## src/rtl/vdp_pkg.sv

```systemverilog
// Shared constants, types and encodings for the VDP CPU-port controller.
package vdp_pkg;

    localparam int VRAM_AW  = 14;
    localparam int NUM_REGS = 8;

    // port_sel encodings
    localparam logic PORT_DATA = 1'b0;   // 0xBE
    localparam logic PORT_CTRL = 1'b1;   // 0xBF

    // Status byte bit positions
    localparam int STAT_F  = 7;
    localparam int STAT_5S = 6;
    localparam int STAT_C  = 5;

    // Sprite number reported while no fifth-sprite event is latched
    localparam logic [4:0] FIFTH_NONE = 5'b11111;

    typedef enum logic [1:0] {
        ST_IDLE     = 2'd0,
        ST_REQ      = 2'd1,
        ST_WAIT_ACK = 2'd2
    } vram_state_e;

    // One VRAM access as issued to the memory side
    typedef struct packed {
        logic               we;
        logic [VRAM_AW-1:0] addr;
        logic [7:0]         wdata;
    } vram_acc_t;

endpackage

```

## src/rtl/vdp_status.sv

```systemverilog
// VDP status flags (frame, fifth sprite, collision), fifth-sprite number
// capture and the registered interrupt output.
module vdp_status
    import vdp_pkg::*;
(
    input  logic       clk,
    input  logic       reset_n,
    input  logic       vsync_set,
    input  logic       coll_set,
    input  logic       fifth_set,
    input  logic [4:0] fifth_num,
    input  logic       clr,
    input  logic       irq_en,
    output logic [7:0] status,
    output logic       int_n
);

    logic       f_q, f_d;
    logic       s5_q, s5_d;
    logic       c_q, c_d;
    logic [4:0] num_q, num_d;
    logic       int_n_q, int_n_d;

    // Next-state: a set in the clear cycle wins so no event is lost
    always_comb begin
        f_d     = vsync_set | (f_q  & ~clr);
        s5_d    = fifth_set | (s5_q & ~clr);
        c_d     = coll_set  | (c_q  & ~clr);
        num_d   = num_q;
        if (!s5_q && fifth_set) begin
            num_d = fifth_num;
        end
        int_n_d = ~(f_d & irq_en);
    end

    // Flag registers
    always_ff @(posedge clk or negedge reset_n) begin
        if (!reset_n) begin
            f_q     <= 1'b0;
            s5_q    <= 1'b0;
            c_q     <= 1'b0;
            num_q   <= FIFTH_NONE;
            int_n_q <= 1'b1;
        end else begin
            f_q     <= f_d;
            s5_q    <= s5_d;
            c_q     <= c_d;
            num_q   <= num_d;
            int_n_q <= int_n_d;
        end
    end

    // Assemble the status byte; number field only meaningful once 5S is set
    always_comb begin
        status          = '0;
        status[STAT_F]  = f_q;
        status[STAT_5S] = s5_q;
        status[STAT_C]  = c_q;
        status[4:0]     = s5_q ? num_q : FIFTH_NONE;
    end

    assign int_n = int_n_q;

endmodule

```

## src/rtl/vdp_ctrl.sv

```systemverilog
// VDP CPU-port controller: control/data port decode, register file,
// VRAM address/read-buffer handling and a single-outstanding VRAM
// access engine with one pending slot.
module vdp_ctrl
    import vdp_pkg::*;
(
    input  logic               clk,
    input  logic               reset_n,
    input  logic               io_wr,
    input  logic               io_rd,
    input  logic               port_sel,
    input  logic [7:0]         din,
    output logic [7:0]         dout,
    output logic               vram_req,
    output logic               vram_we,
    output logic [VRAM_AW-1:0] vram_addr,
    output logic [7:0]         vram_wdata,
    input  logic               vram_ack,
    input  logic [7:0]         vram_rdata,
    output logic [63:0]        regs,
    input  logic               vsync_set,
    input  logic               coll_set,
    input  logic               fifth_set,
    input  logic [4:0]         fifth_num,
    output logic [7:0]         status,
    output logic               int_n,
    output logic               overrun
);

    vram_state_e state_q, state_d;

    logic [VRAM_AW-1:0]         addr_q, addr_d;
    logic [7:0]                 latch_q, latch_d;
    logic                       flag_q, flag_d;
    logic [7:0]                 rbuf_q, rbuf_d;
    logic [7:0]                 dout_q, dout_d;
    logic [NUM_REGS-1:0][7:0]   regs_q, regs_d;
    logic                       stat_clr_q, stat_clr_d;
    vram_acc_t                  cur_q, cur_d;
    vram_acc_t                  slot_q, slot_d;
    logic                       slot_v_q, slot_v_d;
    logic                       overrun_q, overrun_d;

    logic       wr, rd, data_wr, ctrl_wr, data_rd, stat_rd;
    logic       busy, ack_fire;
    logic       acc_v;
    vram_acc_t  acc;
    logic [VRAM_AW-1:0] new_addr;

    // A write strobe takes precedence over a simultaneous read strobe
    assign wr      = io_wr;
    assign rd      = io_rd & ~io_wr;
    assign data_wr = wr & (port_sel == PORT_DATA);
    assign ctrl_wr = wr & (port_sel == PORT_CTRL);
    assign data_rd = rd & (port_sel == PORT_DATA);
    assign stat_rd = rd & (port_sel == PORT_CTRL);

    assign busy     = (state_q != ST_IDLE);
    assign ack_fire = busy & vram_ack;
    assign new_addr = {din[5:0], latch_q};

    // CPU port decode: register/address updates and new VRAM access request.
    // Every prefetch read consumes the address it reads, so the address
    // points past it afterwards (read setup included).
    always_comb begin
        addr_d     = addr_q;
        latch_d    = latch_q;
        flag_d     = flag_q;
        rbuf_d     = rbuf_q;
        dout_d     = dout_q;
        regs_d     = regs_q;
        stat_clr_d = stat_rd;
        acc_v      = 1'b0;
        acc        = '0;

        if (ack_fire && !cur_q.we) begin
            rbuf_d = vram_rdata;
        end

        if (ctrl_wr) begin
            if (!flag_q) begin
                latch_d = din;
                flag_d  = 1'b1;
            end else begin
                flag_d = 1'b0;
                if (din[7]) begin
                    if (din[5:3] == 3'b000) begin
                        regs_d[din[2:0]] = latch_q;
                    end
                end else if (din[6]) begin
                    addr_d = new_addr;
                end else begin
                    acc_v      = 1'b1;
                    acc.we     = 1'b0;
                    acc.addr   = new_addr;
                    addr_d     = new_addr + 1'b1;
                end
            end
        end else if (data_wr) begin
            acc_v     = 1'b1;
            acc.we    = 1'b1;
            acc.addr  = addr_q;
            acc.wdata = din;
            addr_d    = addr_q + 1'b1;
            rbuf_d    = din;
            flag_d    = 1'b0;
        end else if (data_rd) begin
            dout_d   = rbuf_q;
            acc_v    = 1'b1;
            acc.we   = 1'b0;
            acc.addr = addr_q;
            addr_d   = addr_q + 1'b1;
            flag_d   = 1'b0;
        end else if (stat_rd) begin
            dout_d = status;
            flag_d = 1'b0;
        end
    end

    // Access routing: start from the slot first, queue while busy, drop on overflow
    always_comb begin
        cur_d     = cur_q;
        slot_d    = slot_q;
        slot_v_d  = slot_v_q;
        overrun_d = overrun_q;
        if (!busy) begin
            if (slot_v_q) begin
                cur_d = slot_q;
                if (acc_v) begin
                    slot_d = acc;
                end else begin
                    slot_v_d = 1'b0;
                end
            end else if (acc_v) begin
                cur_d = acc;
            end
        end else if (acc_v) begin
            if (!slot_v_q) begin
                slot_d   = acc;
                slot_v_d = 1'b1;
            end else begin
                overrun_d = 1'b1;
            end
        end
    end

    // Datapath registers
    always_ff @(posedge clk or negedge reset_n) begin
        if (!reset_n) begin
            addr_q     <= '0;
            latch_q    <= '0;
            flag_q     <= 1'b0;
            rbuf_q     <= '0;
            dout_q     <= '0;
            regs_q     <= '0;
            stat_clr_q <= 1'b0;
            cur_q      <= '0;
            slot_q     <= '0;
            slot_v_q   <= 1'b0;
            overrun_q  <= 1'b0;
        end else begin
            addr_q     <= addr_d;
            latch_q    <= latch_d;
            flag_q     <= flag_d;
            rbuf_q     <= rbuf_d;
            dout_q     <= dout_d;
            regs_q     <= regs_d;
            stat_clr_q <= stat_clr_d;
            cur_q      <= cur_d;
            slot_q     <= slot_d;
            slot_v_q   <= slot_v_d;
            overrun_q  <= overrun_d;
        end
    end

    // VRAM FSM state register
    always_ff @(posedge clk or negedge reset_n) begin
        if (!reset_n) begin
            state_q <= ST_IDLE;
        end else begin
            state_q <= state_d;
        end
    end

    // VRAM FSM next state; an ack seen in IDLE is stale and ignored
    always_comb begin
        state_d = state_q;
        unique case (state_q)
            ST_IDLE:     if (slot_v_q || acc_v) state_d = ST_REQ;
            ST_REQ:      state_d = vram_ack ? ST_IDLE : ST_WAIT_ACK;
            ST_WAIT_ACK: if (vram_ack) state_d = ST_IDLE;
            default:     state_d = ST_IDLE;
        endcase
    end

    // VRAM FSM outputs; access fields come from cur_q, held until ack
    always_comb begin
        vram_req   = busy;
        vram_we    = busy & cur_q.we;
        vram_addr  = cur_q.addr;
        vram_wdata = cur_q.wdata;
    end

    vdp_status u_status (
        .clk       (clk),
        .reset_n   (reset_n),
        .vsync_set (vsync_set),
        .coll_set  (coll_set),
        .fifth_set (fifth_set),
        .fifth_num (fifth_num),
        .clr       (stat_clr_q),
        .irq_en    (regs_q[1][5]),
        .status    (status),
        .int_n     (int_n)
    );

    assign dout    = dout_q;
    assign regs    = regs_q;
    assign overrun = overrun_q;

endmodule

```

## config.mk

```make
export PLATFORM = sky130hd
export DESIGN_NAME = vdp_ctrl
export DESIGN_NICKNAME = d
export VERILOG_FILES = /design/src/rtl/vdp_pkg.sv /design/src/rtl/vdp_status.sv /design/src/rtl/vdp_ctrl.sv
export SDC_FILE = /design/constraint.sdc
export NUM_CORES = 1
export LEC_CHECK = 0
export ABC_AREA = 0
export BUFFER_PORTS_ARGS = -buffer_cell sky130_fd_sc_hd__clkbuf_2
export CAP_MARGIN = 20
export CORE_MARGIN = 1.5
export CORE_UTILIZATION = 40
export CTS_CLUSTER_DIAMETER = 30
export DETAILED_ROUTE_END_ITERATION = 8
export HOLD_SLACK_MARGIN = 0.12
export PLACE_DENSITY = 0.58
export SLEW_MARGIN = 20
export SYNTH_ARGS = -nofsm -noshare
export SYNTH_HDL_FRONTEND = slang
export SYNTH_SLANG_ARGS = --single-unit
```

## constraint.sdc

```tcl
create_clock -name clk -period 2.3 [get_ports clk]
set_input_delay 0.115 -clock clk [delete_from_list [all_inputs] [get_ports clk]]
set_output_delay 0.115 -clock clk [all_outputs]
set_load 0.005 [all_outputs]
```

==> flow_summary.yaml <==
floorplanning:
  start_util_pct: 41.2
  rows: 49
  die_h_microns: 139
  core_area_sq_um: 18100
  die_w_microns: 139
  dieArea_sq_um: 19500
  ioPinCount: 136
clock_tree:
  htreeDepth: 4
  clkTransAtPathRegs_ps: 60
  clock_path_buffers: 2
  clkLatencyLatePin_ps: 420
  cts_resized: 0
  cts_tree: "built"
  cts_sinks: 163
  numCtsBuffers: 17
  cts_root_buf: "clkbuf_16"
  post-cts-setup-buffers: 0
place:
  port_buffers: 135
  hpwl_mm: 12.7
  place_ws_ps: 425
  gp_congestion: 0.827
  postPlaceCellArea_sq_um: 8240
global_routing:
  antenna_found_initial: 0
  grt_util_all_layers_pct: 19.3
  grt-ovfl-total: 0
  gr-usage-met1_pct: 26.0
  grt_pass1_wl_mm: 29.6
  grt_pass1_vias: 5526
  grtUsageMet3_pct: 5.37
  grt_use_met2_pct: 30.4
  gr-max-usage-layer: "met2"
  grt_max_degree: 59
setup_path:
  cp.required_ps: 2600
  path_class: "reg2reg"
  crit_chain: "nor2_1, nor3b_1, buf_4, mux2i_1, o21ai_0, dlygate4sd3_1"
  path_buf_inv: 2
  cp-end-kind: "flip-flop"
  worstRegToRegCells: 6
  arrival_ps: 2280
  reg2reg_setup_slack_ps: 320
  critPathLaunch: "state_q[1]"
  r2r_end: "rbuf_q[4]"
  cpPeakStageDelay_ps: 560
  cp_max_fo: 8
  critPathCapture: "rbuf_q[4]"
  cp-start-kind: "flip-flop"
  cp.depth: 6
  cpLargestDelayFamily: "buffers and inverters"
  r2r_start: "state_q[1]"
  crit_slowest_cell: "dlygate4sd3_1"
sta:
  finalCriticalPeriod_ps: 1980
  final-hold-violation-count: 0
  rsz0062_at_grt: "false"
  drv_slew: 0
  worst_pin_slew_ps: 558
  setup_viol: 0
  period_share_pct: 86.0
  fin_skew_ps: 6.16
  fin_tns_setup_ps: 0
  slew_headroom_pct: 62.7
  fmax_ghz: 0.506
  setup_slack_ps: 323
final_layout:
  syn_to_final_growth_pct: 22.4
  final_net_count: 846
  final_layout_size_suffix_gt1_share_pct: 33.2
  fin_area_sq_um: 9120
  diodes: 0
outcome:
  violations: "DRC"
  status: "finished with violations"
synthesis:
  ys_seq_area_share_pct: 54.9
  async_flop_share_pct: 100
  synth-seq-cells: 163
  synth_area_sq_um: 7450
  synth_fp_nets: 712
  yosysWarnings: 0
  synth_cell_types: 51
  synth_edf_count: 0
  syn_avg_cell_area_sq_um: 11.0
  ys.flop_type: "dfrtp_1"
  netlist_instances: 678
flow_run:
  cap_violations: 0
power_and_ir_drop:
  power_density_nw_per_um2: 990
  leakagePower_nw: 4.43
  vdd_drop_max_uv: 641
hold_path:
  hold_path_startpoint: "din[1]"
  min_path_type: "in2reg"
routing:
  avgViaCountPerCell: 5.16
  firstDrtPassIters: 9
  wl_per_cell_microns: 17.2
  route.detailed.drc: 7
  drt_wl_total_mm: 18.2
  drt_iter0_markers: 217
  ant_nets: 0
  via_count: 5440
-- worst min path at each step --
stage / endpoint / slack [ps] / cells past startpoint
5_1_grt: latch_q[1] / 160 / 2
2_1_floorplan: addr_q[0] / -180 / 0
6_report: latch_q[1] / 130 / 2
3_3_place_gp: vram_wdata[2] / 130 / 1
3_5_place_dp: vram_wdata[0] / 130 / 1
4_1_cts: latch_q[6] / 130 / 3
-- flip-flops by register name, summed over array words and instances (netlist names), 2 cells and up --
signal          flops
rbuf_q              8
addr_q             14
u_status.num_q      5
dout                8
vram_wdata          8
state_q             2
latch_q             8
vram_addr          14
slot_q             23
regs               64
-- metrics by stage --
stage | hold slack, ps | utilization [%] | cells | power (W)
after floorplan | -181 | - | 678 | 0.00545
after global placement | 127 | 45.6 | 996 | 0.00603
after detailed placement | 130 | 45.6 | 996 | 0.00612
after CTS | 129 | 50.4 | 1054 | 0.00913
after global routing | 159 | 50.4 | 1054 | 0.00958
final | 133 | 50.4 | 1054 | 0.00903
-- per-layer routing --
metal	vias to the layer above	routed length [microns]
li1	2602	-
met1	2664	8440
met2	160	8390
met3	14	1130
met4	0	211
met5	-	0
-- power breakdown --
part	total, W	internal (W)	switching, W	leakage, nW
combinational	0.00222	0.000934	0.00128	2.00
sequential	0.00387	0.00349	0.000382	2.13
clock	0.00294	0.00183	0.00111	0.300
total	0.00903	0.00625	0.00278	4.43
-- cell families (layout without fill, tap and decap cells) --
family | count (synthesis) | after routing | share of synthesized area [%]
simple gates | 191 | 191 | 12.7
xor+xnor | 12 | 12 | 1.41
compound gates | 135 | 135 | 10.9
fa+ha+maj | 5 | 5 | 0.806
flops | 163 | 163 | 54.9
mux | 94 | 94 | 13.9
buf+inv | 78 | 225 | 5.49
-- synthesized netlist by cell type (all sizes together), types with 4 or more instances --
cell / instances / area, sq um
nor3: 6 / 30.0
buf: 42 / 274
o21ai: 68 / 340
nor2b: 29 / 181
mux2: 75 / 845
o31ai: 13 / 97.6
ha: 4 / 50.1
inv: 10 / 37.5
a22oi: 14 / 105
nand4: 7 / 50.1
nand2b: 8 / 50.1
nand2: 89 / 334
xor2: 6 / 52.6
a21oi: 20 / 100
clkbuf: 26 / 97.6
nand3: 5 / 25.0
xnor2: 6 / 52.6
a21o: 5 / 37.5
mux2i: 19 / 190
dfrtp: 157 / 3930
nor2: 27 / 101
dfstp: 6 / 158
-- what timing repair did --
item,in CTS,in global routing
endpoints found under the setup margin,0,0
hold endpoints to repair,81,0
hold buffers,26,0
-- area by class of cell --
class                   instances  area [sq um]
multi-input cells             437          2960
clock inverters                 8           125
fillers                      1642          8970
flip-flops and latches        163          4090
inverters                      10          37.5
clock buffers                  24           492
repair buffers                183          1130
well taps                     229           287
-- placed cells by master, fill, tap and decap left out, types with 8 or more instances in the layout --
cell type,n
o31ai_1,13
dfrtp_1,157
clkbuf_16,17
a22oi_1,14
buf_4,20
nand2_1,89
mux2i_1,19
a21oi_1,20
o21ai_0,66
nor2b_1,29
nor2_1,27
nand2b_1,8
mux2_2,75
dlygate4sd3_1,26
inv_1,10
clkbuf_2,134
Note: power is estimated with default switching activity, not from simulation.
